==> config.mk <==
export PLATFORM = sky130hd
export DESIGN_NAME = clock_divider_multi
export DESIGN_NICKNAME = d
export VERILOG_FILES = /design/src/rtl/clock_divider_multi.sv
export SDC_FILE = /design/constraint.sdc
export NUM_CORES = 2
export LEC_CHECK = 0
export ABC_AREA = 1
export BUFFER_PORTS_ARGS = -buffer_cell sky130_fd_sc_hd__buf_2
export CAP_MARGIN = 30
export CORE_UTILIZATION = 23
export CTS_BUF_LIST = sky130_fd_sc_hd__clkbuf_4 sky130_fd_sc_hd__clkbuf_8
export CTS_CLUSTER_DIAMETER = 30
export DETAILED_ROUTE_END_ITERATION = 6
export SLEW_MARGIN = 30
export SYNTH_ARGS = -nofsm -noshare
export SYNTH_HDL_FRONTEND = slang
export SYNTH_SLANG_ARGS = --single-unit
==> constraint.sdc <==
create_clock -name i_src_clk -period 7.1 [get_ports i_src_clk]
set_input_delay 1.42 -clock i_src_clk [delete_from_list [all_inputs] [get_ports i_src_clk]]
set_output_delay 1.42 -clock i_src_clk [all_outputs]
set_load 0.01 [all_outputs]
==> src/rtl/clock_divider_multi.sv <==
// Multi-channel programmable clock divider.
// Each channel runs a small IDLE/RUN FSM with a free-running period counter. New
// period/high-time values are captured into shadow registers through a valid/ready
// handshake. A running channel copies them into its active registers only when its
// period wraps, so no output period is ever cut short or stretched.
//
//   state   | meaning
//   --------+-------------------------------------------------------------
//   ST_IDLE | channel disabled: cnt=0, clock_out=0, tick=0
//   ST_RUN  | channel counting 0..P-1, clock_out high while cnt < H
module clock_divider_multi #(
    parameter int NUM_CH     = 4,
    parameter int WIDTH      = 32,
    parameter int DEF_PERIOD = 1,
    parameter int DEF_HIGH   = 1
) (
    input  logic                      i_src_clk,
    input  logic                      i_reset,
    input  logic [NUM_CH-1:0]         i_ch_en,
    input  logic                      i_sync,
    input  logic                      i_cfg_valid,
    output logic                      o_cfg_ready,
    input  logic [NUM_CH*WIDTH-1:0]   i_cfg_period,
    input  logic [NUM_CH*WIDTH-1:0]   i_cfg_high,
    output logic [NUM_CH-1:0]         o_clock_out,
    output logic [NUM_CH-1:0]         o_tick
);

    typedef enum logic {ST_IDLE = 1'b0, ST_RUN = 1'b1} state_t;

    localparam logic [WIDTH-1:0] L_ONE   = WIDTH'(1);
    localparam logic [WIDTH-1:0] L_DEF_P = WIDTH'(DEF_PERIOD);
    localparam logic [WIDTH-1:0] L_DEF_H = WIDTH'(DEF_HIGH);

    state_t             r_state    [NUM_CH];
    logic [WIDTH-1:0]   r_cnt      [NUM_CH];
    logic [WIDTH-1:0]   r_per      [NUM_CH];
    logic [WIDTH-1:0]   r_high     [NUM_CH];
    logic [WIDTH-1:0]   r_sh_per   [NUM_CH];
    logic [WIDTH-1:0]   r_sh_high  [NUM_CH];
    logic [NUM_CH-1:0]  r_pend;
    logic [NUM_CH-1:0]  r_clk;
    logic [NUM_CH-1:0]  r_tick;
    logic               r_ready;

    state_t             w_state_nx [NUM_CH];
    logic [WIDTH-1:0]   w_cnt_nx   [NUM_CH];
    logic [WIDTH-1:0]   w_cnt_inc  [NUM_CH];
    logic [WIDTH-1:0]   w_per_nx   [NUM_CH];
    logic [WIDTH-1:0]   w_high_nx  [NUM_CH];
    logic [NUM_CH-1:0]  w_wrap;
    logic [NUM_CH-1:0]  w_apply;
    logic [NUM_CH-1:0]  w_pend_nx;
    logic [NUM_CH-1:0]  w_clk_nx;
    logic [NUM_CH-1:0]  w_tick_nx;
    logic               w_accept;

    assign o_cfg_ready = r_ready;
    assign o_clock_out = r_clk;
    assign o_tick      = r_tick;

    // Next-state, counter, config-apply and output decode for every channel.
    always_comb begin
        w_accept = i_cfg_valid & r_ready;
        for (int c = 0; c < NUM_CH; c++) begin
            // Period is max(N,1)+1, so the last count is max(N,1); comparing in
            // WIDTH bits lets N = all-ones wrap naturally without a wider counter.
            w_wrap[c]     = (r_cnt[c] == ((r_per[c] == '0) ? L_ONE : r_per[c]));
            w_cnt_inc[c]  = w_wrap[c] ? '0 : (r_cnt[c] + L_ONE);
            w_apply[c]    = r_pend[c] & ((r_state[c] == ST_IDLE) | ~i_ch_en[c] |
                                         i_sync | w_wrap[c]);
            w_per_nx[c]   = w_apply[c] ? r_sh_per[c]  : r_per[c];
            w_high_nx[c]  = w_apply[c] ? r_sh_high[c] : r_high[c];
            // Accept only happens with nothing pending, so set and clear never collide.
            w_pend_nx[c]  = w_accept ? 1'b1 : (w_apply[c] ? 1'b0 : r_pend[c]);

            w_state_nx[c] = r_state[c];
            w_cnt_nx[c]   = '0;
            w_clk_nx[c]   = 1'b0;
            w_tick_nx[c]  = 1'b0;
            if (!i_ch_en[c]) begin
                w_state_nx[c] = ST_IDLE;
            end else if (r_state[c] == ST_IDLE || i_sync) begin
                w_state_nx[c] = ST_RUN;
                w_clk_nx[c]   = (w_high_nx[c] != '0);
                w_tick_nx[c]  = 1'b1;
            end else begin
                w_cnt_nx[c]   = w_cnt_inc[c];
                w_clk_nx[c]   = (w_cnt_inc[c] < w_high_nx[c]);
                w_tick_nx[c]  = (w_cnt_inc[c] == '0);
            end
        end
    end

    // Register all channel state, shadow config and the handshake ready flag.
    always_ff @(posedge i_src_clk or negedge i_reset) begin
        if (!i_reset) begin
            for (int c = 0; c < NUM_CH; c++) begin
                r_state[c]   <= ST_IDLE;
                r_cnt[c]     <= '0;
                r_per[c]     <= L_DEF_P;
                r_high[c]    <= L_DEF_H;
                r_sh_per[c]  <= L_DEF_P;
                r_sh_high[c] <= L_DEF_H;
            end
            r_pend  <= '0;
            r_clk   <= '0;
            r_tick  <= '0;
            r_ready <= 1'b1;
        end else begin
            for (int c = 0; c < NUM_CH; c++) begin
                r_state[c] <= w_state_nx[c];
                r_cnt[c]   <= w_cnt_nx[c];
                r_per[c]   <= w_per_nx[c];
                r_high[c]  <= w_high_nx[c];
                if (w_accept) begin
                    r_sh_per[c]  <= i_cfg_period[c*WIDTH +: WIDTH];
                    r_sh_high[c] <= i_cfg_high[c*WIDTH +: WIDTH];
                end
            end
            r_pend  <= w_pend_nx;
            r_clk   <= w_clk_nx;
            r_tick  <= w_tick_nx;
            r_ready <= ~|w_pend_nx;
        end
    end

endmodule

==> Word level (Yosys, flattened, before mapping) <==
Index checks and enable logic that the tools add are counted.
{ "op_classes": {"add_sub_neg": 4, "mul": 0, "div": 0, "order_cmp": 4, "n_eq_ne": 8, "n_shift": 0, "muxes": 52, "bitwise": 25, "n_reduce_logical": 18} }
{ "ops": {"columns": ["op", "count"], "rows": [
  ["two-way mux 32 bit", 20],
  ["logical NOT 32 bit", 8],
  ["adder 32 x 1 -> 32 bit (second input constant)", 4],
  ["equality test 32 bit", 4],
  ["less-than comparator 32 bit", 4],
  ["nonzero test 32 bit", 4],
  ["two-way mux 1 bit", 32],
  ["bitwise OR 1 bit", 12],
  ["inequality test 2 x 1 -> 1 bit (second input constant)", 4],
  ["inverter 1 bit", 8],
  ["AND 1 bit", 5],
  ["logical OR 1 bit", 4],
  ["OR reduction 4 bit", 1],
  ["logical NOT 1 bit", 1]
]} }
{ "totals": {"regBits": 657, "latch_bits": 0, "mem_bits_rw": 0, "rom_bits": 0, "in_bits": 264, "mem_count": 0} }

==> Longest topological paths before layout <==
{ "logic_depth": {"depth_word": 9, "mapped_depth": 29, "mapped_depth_nobuf": 27} }

==> Worst setup path before layout <==
OpenSTA, ideal clock, no wires.
{ "synth_timing": {"path_type": "input to register", "from": "in i_sync", "to": "reg r_clk[1] (netlist: o_clock_out[1])", "setup_time_ns": 0.121, "arrival_ns": 3.658, "required_ns": 6.979, "setup_slack_ns": 3.321, "cell_stages": 16, "path_buffers": 2, "path_cell_list": "inv_1 nand2_1 nor2_1 nand2_4 nand2_4 buf_6 buf_2 nand2_1 o21ai_1 ha_1 nand2_1 or4_1 nor4_1 nand2_1 nand2_1 a21oi_1"} }
{ "synth_via": {"elab_chain_len": 7} }
{ "synth_lines": {"columns": ["element", "line_no", "text"], "rows": [
  ["start: declaration", "20", "input logic i_sync,"],
  ["bitwise OR 1 bit", "70", "w_apply[c] = r_pend[c] & ((r_state[c] == ST_IDLE) | ~i_ch_en[c] |"],
  ["bitwise OR 1 bit", "71", "i_sync | w_wrap[c]);"],
  ["AND 1 bit", "70", null],
  ["two-way mux 32 bit", "73", "w_high_nx[c] = w_apply[c] ? r_sh_high[c] : r_high[c];"],
  ["less-than comparator 32 bit or nonzero test 32 bit (tied branches)", "89, 85", null],
  ["two-way mux 1 bit *", "83", "end else if (r_state[c] == ST_IDLE || i_sync) begin"],
  ["two-way mux 1 bit *", "81", "if (!i_ch_en[c]) begin"],
  ["via w_clk_nx[1]", "54", "logic [NUM_CH-1:0] w_clk_nx;"],
  ["end signal: assignment", "122", "r_clk <= w_clk_nx;"],
  ["end: declaration", "42", "logic [NUM_CH-1:0] r_clk;"]
]} }
The timed path passes the listed nets; every way through them passes the cells marked *.
A chain may end at the register's enable or synchronous reset.

==> Worst setup path after layout <==
{ "layout_timing": {"from": "reg r_per[14] in the netlist's numbering", "to": "reg r_clk[3] (netlist: o_clock_out[3])"} }
{ "layout_via": {"elab_chain_len": 9} }
{ "layout_lines": {"columns": ["element", "line_no", "text"], "rows": [
  ["start: declaration", "37", "logic [WIDTH-1:0] r_per [NUM_CH];"],
  ["start signal: indexed assignment", "114", "r_per[c] <= w_per_nx[c];"],
  ["logical NOT 32 bit", "68", "w_wrap[c] = (r_cnt[c] == ((r_per[c] == '0) ? L_ONE : r_per[c]));"],
  ["two-way mux 32 bit *", "68", null],
  ["equality test 32 bit *", "68", null],
  ["bitwise OR 1 bit", "71", null],
  ["AND 1 bit", "70", null],
  ["two-way mux 32 bit", "73", null],
  ["less-than comparator 32 bit or nonzero test 32 bit (tied branches)", "89, 85", null],
  ["two-way mux 1 bit *", "83", null],
  ["two-way mux 1 bit *", "81", null],
  ["via w_clk_nx[3]", "54", null]
]} }
Marks and branches as above.

==> impl_results.md <==
* Floorplan die area at 152000 um^2
* Final total negative setup slack at 0 ns
* Port-buffer cells at 272
* Total routing usage reported by global routing at 0.132
* Cell chain of the critical path: nor2_1, nand2_1, inv_1, nand2_1, nor2_1, nand2_1, nand3_1, nand3_1, nor2_1, nand4_2, nand2_2, nand2_4, o21ai_1, ha_1, nand2_1, nor2_1, a211oi_1, o221a_2, nand2_1, nand2_1, nand2_1, a21oi_1
* Number of hold buffers added after cts at 0
* Power density over the cells at 393 nW/um^2
* Clock-pin slew on the worst setup and hold paths at 0.05 ns
* Post-layout min period at 4.98 ns
* Fmax at 0.201 GHz
* Design internal power at 0.0112 W
* Latest clock arrival within the worst-skew pair at 0.89 ns
* Warnings, synthesis at 0
* Die Ht at 390 um
* Share of layout cells above drive strength 1 at 0.262
* CTS sink cnt at 657
* Type of the worst min-delay path: reg2reg
* Global-route met3 utilization at 0.0376
* Starting utilization of the core area at 0.233
* Clock network fraction of design power at 0.363
* Buffers plus inverters on the worst setup path at 1
* Count of flip-flops with a built-in enable after synthesis at 0
* Slew at the pin closest to its max-slew limit at 0.885 ns
* Final Hold Fails at 0
* Number of storage elements in the synthesis netlist at 657
* Worst-path fanout max at 63
* Clock tree from TritonCTS: done
* Number of detailed-route iterations in the first pass at 5
* Fraction of met1 tracks used by global routing at 0.173
* Final-layout fill cell count at 15.7k
* Static power due to leakage at 21.5 nW
* Sw power at 0.00554 W
* Overall power consumption at 0.0167 W
* Buffer levels on the longest clock path at 3
* CP Capture Type: register
* TritonCTS buffer count at 183
* Status: completed
* Sw Ratio at 0.331
* Most numerous cell on the critical path: nand2_1
* Num rows at 141
* Via count of the first global-routing pass at 26.7k
* Core area at 148000 um^2
* Peak supply drop at 0.195 mV
* Post-Route WL at 100 mm
* Post-route DRC violation count at 0
* Synthesis-to-layout area growth at 23.3%
* Maximum number of pins on one net before global-route repair at 162
* Detailed-route wire length per cell at 16.1 um
* Startpoint types: register
* Type of the worst setup path: reg2reg
* CP max stage delay at 0.76 ns
* Required time at the worst-slack endpoint at 7.87 ns
* Max-slew headroom at 0.410
* Final worst-path cycle share at 0.702
* Io pins at 273
* Gate count after technology mapping at 3687
* GR met2 Demand/Resource at 0.208
* Register area share after synthesis at 0.476
* Gr ovfl total at 0
* Syn_nets at 4079
* Buffer type at the clock tree root: clkbuf_8
* Detailed router's first-iteration violation count at 1441
* RSZ-0062 raised after global routing: no
* Number of slew-limit violations in the final report at 0
* Arrival time of the worst setup path at 5.75 ns
* Max-cap check violation count at 0
* Routing layer with the top usage in global route: met2
* Clk_skew at 0.0512 ns
* Register share of total power at 0.380
* Share of synthesized registers carrying an async set or reset at 1.00
* Cells resized by post-CTS repair at 0
* Register area at 16500 um^2
* Initial antenna violation count at 16
* Netlist Area Pre-Place at 34600 um^2
* Post-Syn Area per Cell at 9.37 um^2
* Count of nets after finishing at 4450
* Highest-delay cell along the critical path: nand2_2
* Vias after detailed routing at 26.1k
* Multi-input logic area at 15100 um^2
* First-pass GRT wire length at 155 mm
* Routed via count divided by cell count at 4.20
* Family with the most delay on the worst path: simple AND/OR/NAND/NOR gates
* Residual antenna-violating net count after detailed routing at 0
* Detailed placement HPWL at 75.8 mm
* # setup viols final at 0
* Comb pwr share at 0.257
* Predominant post-synthesis flop cell: dfrtp_1
* Worst-case hold slack at 0.476 ns
* Post-synthesis cell type count at 52
* Width of the die at 390 um
* Post-CTS setup buffer count at 0
* H-Tree Depth at 4
* Final GP Congestion at 0.897
## sequential cells by signal (all words and copies together) (netlist names)
register and flops:
r_pend 4, r_cnt 128, o_clock_out 4, o_tick 4, r_state 4, r_per 128
r_sh_per 128, r_sh_high 128, r_high 128, o_cfg_ready 1
## tightest hold or removal path, cell delays in order (launching register included)
cell	delay (ns)
dfrtp_1	0.32
nand2_1	0.05
nand2_1	0.07
## layer usage
metal / part of all wire / vias to the layer above
li1: - / 12700
met5: 0.0010 / -
met3: 0.066 / 191
met4: 0.023 / 16
met1: 0.46 / 12500
met2: 0.45 / 674
## cell usage after synthesis (11+ instances only)
library cell  number  share of area
inv_1            642          0.070
dfrtp_1          640           0.46
nand2_1          570          0.062
mux2_2           373           0.12
nor2_1           320          0.035
xor2_1           162          0.041
nand4_1          134          0.024
ha_1             128          0.046
nor3_1            81          0.012
nand3_1           78          0.011
o21ai_1           77          0.011
a21oi_1           72          0.010
xnor2_1           57          0.014
clkbuf_1          51         0.0055
nor4_1            51         0.0092
o21a_1            30         0.0065
buf_2             29         0.0042
o21ai_0           26         0.0038
inv_2             20         0.0022
dfstp_2           17          0.013
buf_6             12         0.0039
nor3_2            12         0.0035
a211oi_1          11         0.0024
## cells by family (layout without fill, tap and decap cells)
| family | Yosys count | count (layout) | synth area share |
|---|---|---|---|
| compound gates | 238 | 238 | 0.0401 |
| xor+xnor | 219 | 219 | 0.0555 |
| fa+ha+maj | 128 | 128 | 0.0464 |
| buf+inv | 769 | 1297 | 0.0878 |
| flops | 657 | 657 | 0.476 |
| mux | 373 | 373 | 0.122 |
| other cells | 0 | 5 | 0 |
| simple gates | 1303 | 1303 | 0.172 |
## stage by stage
| stage | area (um^2) | instances | utilization | setup slack (ns) |
|---|---|---|---|---|
| CTS | 42600 | 6216 | 0.287 | 2.03 |
| global placement | 38100 | 5874 | 0.257 | 1.59 |
| global route | 42600 | 6219 | 0.287 | 1.48 |
| floorplan | 34600 | 3687 | - | 3.32 |
| finish | 42600 | 6222 | 0.287 | 2.12 |
| detailed placement | 38100 | 5874 | 0.257 | 1.51 |
## layout by cell type, fill, tap and decap left out, types with 72 or more instances in the layout
| cell type | n |
|---|---|
| nand4_1 | 134 |
| nand3_1 | 78 |
| dfrtp_1 | 640 |
| ha_1 | 128 |
| nand2_1 | 569 |
| inv_1 | 642 |
| o21ai_1 | 77 |
| xor2_1 | 162 |
| a21oi_1 | 72 |
| nor2_1 | 320 |
| nor3_1 | 81 |
| buf_2 | 271 |
| clkbuf_8 | 211 |
| mux2_2 | 373 |
## worst paths after layout
check | slack, ns | endpoint | start | cells after the start
max in group asynchronous | 4.98 | r_sh_per[51] | i_reset | 3
worst max register to register | 2.12 | o_clock_out[3] | r_per[14] | 22
worst max-delay path | 2.12 | o_clock_out[3] | r_per[14] | 22
worst min register to register | 0.48 | r_high[35] | r_high[35] | 2
min in group asynchronous | 0.54 | r_per[125] | i_reset | 1
worst min-delay path | 0.48 | r_high[35] | r_high[35] | 2
## power groups by stage
stage / Clock [W] / Combinational (W) / Sequential (W)
global route: 0.00646 / 0.00488 / 0.00654
global placement: 0 / 0.00421 / 0.00641
detailed placement: 0 / 0.00431 / 0.00644
floorplan: 0 / 0.00345 / 0.00591
CTS: 0.00626 / 0.00435 / 0.00639
finish: 0.00607 / 0.00430 / 0.00636
## cell type report
class                   instances  share of cell area
multi-input cells            2261               0.354
inverters                     669              0.0589
clock inverters               104              0.0320
diodes                          5            0.000294
repair buffers                286              0.0366
clock buffers                 238              0.0729
well taps                    2002              0.0588
flip-flops and latches        657               0.386
Note: power is estimated with default switching activity, not from simulation.
